==> src/rtl/serial_exec_ctrl_pkg.sv <==
// Shared definitions for the bit-serial execution controller: state encoding,
// ALU op codes, instruction field helpers and default sizing.
package serial_exec_ctrl_pkg;

  localparam int REG_WIDTH_DEF = 8;
  localparam int CNT_W_DEF     = 3;
  localparam int INSTR_W       = 12;
  localparam int OP_W          = 3;

  typedef enum logic [1:0] {
    ST_IDLE  = 2'd0,
    ST_SHIFT = 2'd1,
    ST_WB    = 2'd2
  } state_e;

  localparam logic [OP_W-1:0] OP_SLLI = 3'b101;
  localparam logic [OP_W-1:0] OP_SRLI = 3'b110;

  localparam int RS1_LSB = 0;
  localparam int RS2_LSB = 4;

  // Register-select fields; rd shares the rs1 slot.
  function automatic logic [2:0] rs1_of(input logic [INSTR_W-1:0] w);
    return w[RS1_LSB +: 3];
  endfunction

  function automatic logic [2:0] rs2_of(input logic [INSTR_W-1:0] w);
    return w[RS2_LSB +: 3];
  endfunction

endpackage

==> src/rtl/serial_exec_ctrl_if.sv <==
// Decode-to-controller instruction handshake (valid/ready plus payload).
interface serial_exec_ctrl_if;
  import serial_exec_ctrl_pkg::*;

  logic               instr_valid;
  logic               instr_ready;
  logic [INSTR_W-1:0] instr_in;
  logic [OP_W-1:0]    alu_op_in;
  logic               wb_req;

  modport master (
    output instr_valid,
    output instr_in,
    output alu_op_in,
    output wb_req,
    input  instr_ready
  );

  modport slave (
    input  instr_valid,
    input  instr_in,
    input  alu_op_in,
    input  wb_req,
    output instr_ready
  );

endinterface

==> src/rtl/serial_exec_ctrl.sv <==
// Sequencer for the bit-serial regfile/ALU: accepts one instruction, issues
// REG_WIDTH shift steps, then a single write-back cycle.
module serial_exec_ctrl
  import serial_exec_ctrl_pkg::*;
#(
  parameter int REG_WIDTH = REG_WIDTH_DEF,
  parameter int CNT_W     = CNT_W_DEF
) (
  input  logic               clk,
  input  logic               rstn,
  serial_exec_ctrl_if.slave  dec,
  input  logic               stall,
  output logic [INSTR_W-1:0] instr,
  output logic [OP_W-1:0]    alu_op,
  output logic               reg_shift_en,
  output logic               reg_store_en,
  output logic [CNT_W-1:0]   bit_cnt,
  output logic               alu_clr,
  output logic               alu_last,
  output logic               busy,
  output logic               done
);

  localparam logic [CNT_W-1:0] CNT_ZERO = {CNT_W{1'b0}};
  localparam logic [CNT_W-1:0] CNT_ONE  = CNT_W'(1'b1);
  localparam logic [CNT_W-1:0] CNT_LAST = CNT_W'(REG_WIDTH - 1);

  state_e             state_q, state_d;
  logic [CNT_W-1:0]   bit_cnt_q, bit_cnt_d;
  logic [INSTR_W-1:0] instr_q, instr_d;
  logic [OP_W-1:0]    alu_op_q, alu_op_d;
  logic               wb_q, wb_d;
  logic               ready_s;
  logic               accept_s;

  assign ready_s         = (state_q == ST_IDLE);
  assign accept_s        = dec.instr_valid & ready_s;
  assign dec.instr_ready = ready_s;
  assign busy            = ~ready_s;
  assign instr           = instr_q;
  assign alu_op          = alu_op_q;
  assign bit_cnt         = bit_cnt_q;

  // State, bit counter and latched instruction registers.
  always_ff @(posedge clk or negedge rstn) begin
    if (!rstn) begin
      state_q   <= ST_IDLE;
      bit_cnt_q <= CNT_ZERO;
      instr_q   <= {INSTR_W{1'b0}};
      alu_op_q  <= {OP_W{1'b0}};
      wb_q      <= 1'b0;
    end else begin
      state_q   <= state_d;
      bit_cnt_q <= bit_cnt_d;
      instr_q   <= instr_d;
      alu_op_q  <= alu_op_d;
      wb_q      <= wb_d;
    end
  end

  // Next-state and counter logic; stall freezes SHIFT and WB only.
  always_comb begin
    state_d   = state_q;
    bit_cnt_d = bit_cnt_q;
    instr_d   = instr_q;
    alu_op_d  = alu_op_q;
    wb_d      = wb_q;
    case (state_q)
      ST_IDLE: begin
        if (accept_s) begin
          instr_d   = dec.instr_in;
          alu_op_d  = dec.alu_op_in;
          wb_d      = dec.wb_req;
          bit_cnt_d = CNT_ZERO;
          state_d   = ST_SHIFT;
        end else begin
          state_d   = ST_IDLE;
        end
      end
      ST_SHIFT: begin
        if (stall) begin
          bit_cnt_d = bit_cnt_q;
        end else if (bit_cnt_q == CNT_LAST) begin
          bit_cnt_d = CNT_ZERO;
          state_d   = ST_WB;
        end else begin
          bit_cnt_d = bit_cnt_q + CNT_ONE;
        end
      end
      ST_WB: begin
        if (stall) begin
          state_d = ST_WB;
        end else begin
          state_d = ST_IDLE;
        end
      end
      default: begin
        state_d   = ST_IDLE;
        bit_cnt_d = CNT_ZERO;
      end
    endcase
  end

  // Strobes decode directly from state, counter and stall so they act this cycle.
  always_comb begin
    reg_shift_en = 1'b0;
    reg_store_en = 1'b0;
    alu_clr      = 1'b0;
    alu_last     = 1'b0;
    done         = 1'b0;
    case (state_q)
      ST_SHIFT: begin
        reg_shift_en = ~stall;
        alu_clr      = (bit_cnt_q == CNT_ZERO) & ~stall;
        alu_last     = (bit_cnt_q == CNT_LAST) & ~stall;
      end
      ST_WB: begin
        reg_store_en = wb_q & ~stall;
        done         = ~stall;
      end
      default: begin
        reg_shift_en = 1'b0;
      end
    endcase
  end

endmodule
==> src/flat_wrapper.sv <==
// flat-port wrapper written by rule: the top's interface ports become plain ports
module serial_exec_ctrl_flat import serial_exec_ctrl_pkg::*;
#(
  parameter int REG_WIDTH = REG_WIDTH_DEF,
  parameter int CNT_W     = CNT_W_DEF
)
  (clk, rstn, stall, instr, alu_op, reg_shift_en, reg_store_en, bit_cnt, alu_clr, alu_last, busy, done, dec_instr_valid, dec_instr_in, dec_alu_op_in, dec_wb_req, dec_instr_ready);
  serial_exec_ctrl_if dec_i ();
  input  logic clk;
  input  logic rstn;
  input  logic stall;
  output logic [INSTR_W-1:0] instr;
  output logic [OP_W-1:0] alu_op;
  output logic reg_shift_en;
  output logic reg_store_en;
  output logic [CNT_W-1:0] bit_cnt;
  output logic alu_clr;
  output logic alu_last;
  output logic busy;
  output logic done;
  input wire logic [$bits(dec_i.instr_valid)-1:0] dec_instr_valid;
  input wire logic [$bits(dec_i.instr_in)-1:0] dec_instr_in;
  input wire logic [$bits(dec_i.alu_op_in)-1:0] dec_alu_op_in;
  input wire logic [$bits(dec_i.wb_req)-1:0] dec_wb_req;
  output wire logic [$bits(dec_i.instr_ready)-1:0] dec_instr_ready;
  assign dec_i.instr_valid = dec_instr_valid;
  assign dec_i.instr_in = dec_instr_in;
  assign dec_i.alu_op_in = dec_alu_op_in;
  assign dec_i.wb_req = dec_wb_req;
  assign dec_instr_ready = dec_i.instr_ready;
  serial_exec_ctrl #(.REG_WIDTH(REG_WIDTH), .CNT_W(CNT_W)) u_core (.clk(clk), .rstn(rstn), .dec(dec_i), .stall(stall), .instr(instr), .alu_op(alu_op), .reg_shift_en(reg_shift_en), .reg_store_en(reg_store_en), .bit_cnt(bit_cnt), .alu_clr(alu_clr), .alu_last(alu_last), .busy(busy), .done(done));
endmodule
==> config.mk <==
export PLATFORM = sky130hd
export DESIGN_NAME = serial_exec_ctrl_flat
export DESIGN_NICKNAME = d
export VERILOG_FILES = /design/src/rtl/serial_exec_ctrl_pkg.sv /design/src/rtl/serial_exec_ctrl_if.sv /design/src/rtl/serial_exec_ctrl.sv /design/src/flat_wrapper.sv
export SDC_FILE = /design/constraint.sdc
export NUM_CORES = 1
export LEC_CHECK = 0
export BUFFER_PORTS_ARGS = -buffer_cell sky130_fd_sc_hd__clkbuf_2
export CAP_MARGIN = 20
export CORE_MARGIN = 5
export CORE_UTILIZATION = 34
export DETAILED_ROUTE_END_ITERATION = 6
export MAX_ROUTING_LAYER = met4
export PLACE_DENSITY = 0.63
export SYNTH_ARGS = -nofsm -noshare
export SYNTH_HDL_FRONTEND = slang
export SYNTH_SLANG_ARGS = --single-unit
==> constraint.sdc <==
create_clock -name clk -period 1.8 [get_ports clk]
set_input_delay 0.18 -clock clk [delete_from_list [all_inputs] [get_ports clk]]
set_output_delay 0.18 -clock clk [all_outputs]
set_load 0.01 [all_outputs]
==> impl_results.md <==
- Yosys warns: 0
- Initial antenna violation count: 0
- FP Rows: 19
- Wire per inst: ~14 um
- First-pass GRT wire length: 3310 um
- Number of I/O pins: 45
- WS Path Type: reg -> out
- Routability cong.: 0.826
- Starting DRT DRC Count: 22
- Largest cells by area after synthesis: dfrtp_1 53%, mux2_4 15%, mux2_2 6.8%, ha_1 3.8%, buf_12 2.0%
- FMAX: 601 MHz
- Critical Path AT: 1.48 ns
- FF-to-FF setup slack: 0.32 ns
- Critical path peak fanout: 6
- TritonCTS clock tree: yes
- Ys async rst share: 1.00
- Placed cells: around 140
- Hold WC Path Type: in -> reg
- Min Tclk post-route: 1.66 ns
- Final non-filler cell total: around 150
- GRT overflow: 0
- VDD IR max: 0.00106 V
- Vias in the first global route: roughly 720
- Clock Pin Slew Worst Setup and Hold Paths: 0.11 ns
- Initial core utilization: 0.359
- Status: completed
- Vias: 700
- Die height: roughly 64 um
- Worst-Margin Slew: 0.492 ns
- Vias per cell: 4.73
- Slew Viols, Final: 0
- Final hold slack: 0.111 ns
- Routed Antenna Nets: 0
- Clk_lat worst skew: 0.29 ns
- Top-area cell type share of the netlist area: 0.526
- Fin util: 0.452
- Final worst clock skew: roughly 0.0011 ns
- Num CTS Buffers: 3
- Main synth FF type: dfrtp_1
- Top cells by count, synth: 21 x dfrtp_1, 10 x mux2_4, 6 x mux2_2
- Unique masters post-synth: 24
- Count leader, synth: dfrtp_1
- Fillers: 279
- Clock Tree Buf Depth: 2
- Largest net degree at the start of global routing: 22
- Final net count: about 140
- Final setup viols: 0
- N_diodes: 0
- Mapped Area: 998 um^2
- Leak Pwr: 0.657 nW
- Yosys reg bits: 21
- Cells after synthesis: 71
- Die ar.: 4120 um^2
- Die Width: 64.2 um
- Post-route DRC violation count: 0
- DP HPWL: 1600 um
- Seq/Total Area, Yosys: 0.526
- RSZ-0062 raised after global routing: false
- Part of the cycle the worst path needs: 0.925
- Core area: 2780 um^2
- Final hold violations: 0
- Number of synthesized flops with an enable pin: 0
- Cell taking the most area after synthesis: dfrtp_1
- Share of layout cells above drive strength 1: 0.564
- H-tree depth: 1
- Area delta synth->final: 25.9%
- Max Cap Violations: 0
- DR pass1 iterations: 3
- Port bufs: 44
- # clock sinks: 21
- Synth Area per Inst: 14.1 um^2
- WL final: 2040 um
- Worst setup EP type: output pin
- Power per Cell Area: 1540 nW/um^2
- Syn nets: 94
- Worst path required time: 1.62 ns
- Aggregate global-route resource usage: 0.103
- CTS Root Cell: clkbuf_4
- Crit path launch type: register
- Normalized max-slew margin: 0.672
- Setup_tns: 0 ns
worst paths after layout:
| path | cells past startpoint | startpoint | end |
|---|---|---|---|
| setup reg to reg | 4 | u_core.state_q[0]$_DFFE_PN0P_ | u_core.alu_op[0]$_DFFE_PN0P_ |
| max in group asynchronous | 2 | rstn | u_core.instr[8]$_DFFE_PN0P_ |
| min in group asynchronous | 2 | rstn | u_core.bit_cnt[1]$_DFFE_PN0P_ |
| hold / removal | 2 | dec_instr_in[1] | u_core.instr[1]$_DFFE_PN0P_ |
| setup / recovery | 4 | u_core.bit_cnt[0]$_DFFE_PN0P_ | alu_last |
| hold reg to reg | 1 | u_core.wb_q$_DFFE_PN0P_ | u_core.wb_q$_DFFE_PN0P_ |
cells in the final DEF, fill, tap and decap left out, drive strengths merged:
master / count
a21oi: 3
and2: 2
nand2b: 1
mux2i: 1
nor4b: 1
a22o: 1
a311oi: 1
mux2: 16
clkbuf: 48
nor2: 5
o21ai: 1
ha: 3
o22ai: 1
nor3: 2
dfrtp: 21
o2bb2ai: 2
dlygate4sd3: 1
nor3b: 1
inv: 6
per-stage QoR:
step | power, mW | setup slack [ns] | area, um^2
after global placement | 1.72 | 0.367 | 1220
after detailed placement | 1.74 | 0.314 | 1220
after CTS | 1.97 | 0.123 | 1260
final | 1.94 | 0.135 | 1260
after floorplan | 1.43 | 0.385 | 998
after global routing | 2.08 | 0.00998 | 1260
registers in the layout (all words and copies together), names as in the netlist:
| signal | count |
|---|---|
| u_core.state_q | 2 |
| u_core.instr | 12 |
| u_core.alu_op | 3 |
| u_core.wb_q | 1 |
| u_core.bit_cnt | 3 |
power breakdown:
part	internal (mW)	total [mW]	switching (mW)
Combinational	0.479	0.870	0.391
Clock	0.0861	0.218	0.132
Sequential	0.690	0.849	0.159
Total	1.25	1.94	0.683
worst max-delay path, cell delays in order (launching register included):
cell and delay [ns]:
dfrtp_1 0.45, ha_1 0.23, ha_1 0.24, and2_1 0.15
clkbuf_2 0.12
logic make-up (layout without fill, tap and decap cells):
family | after synthesis | in the layout | share of synthesized area
muxes | 17 | 17 | 0.228
AOI/OAI and AO/OA | 9 | 9 | 0.0614
and+or+nand+nor | 12 | 12 | 0.0877
adders and majority gates | 3 | 3 | 0.0376
DFF | 21 | 21 | 0.526
buffers and inverters | 9 | 55 | 0.0589
layout make-up:
class / count / area (um^2) / share of cell area
sequential: 21 / 526 / 0.418
multi-input combinational: 41 / 414 / 0.329
inverter: 6 / 22.5 / 0.0179
tap: 31 / 38.8 / 0.0308
clock buffer: 4 / 26.3 / 0.0209
timing repair buffer: 45 / 230 / 0.183
metal layers:
layer	routed length, um	vias to the layer above	global-route usage
li1	-	340	-
met1	875	339	0.124
met2	1050	19	0.167
met3	111	2	0.0245
met4	13	0	0.0407
met5	0	-	-
timing repair:
item                      in CTS  in global routing
setup buffers                  0                  0
hold endpoints to repair      21                  0
hold buffers                   1                  0
resized for setup              0                  0
No activity file was read; power rests on OpenSTA's default activity.
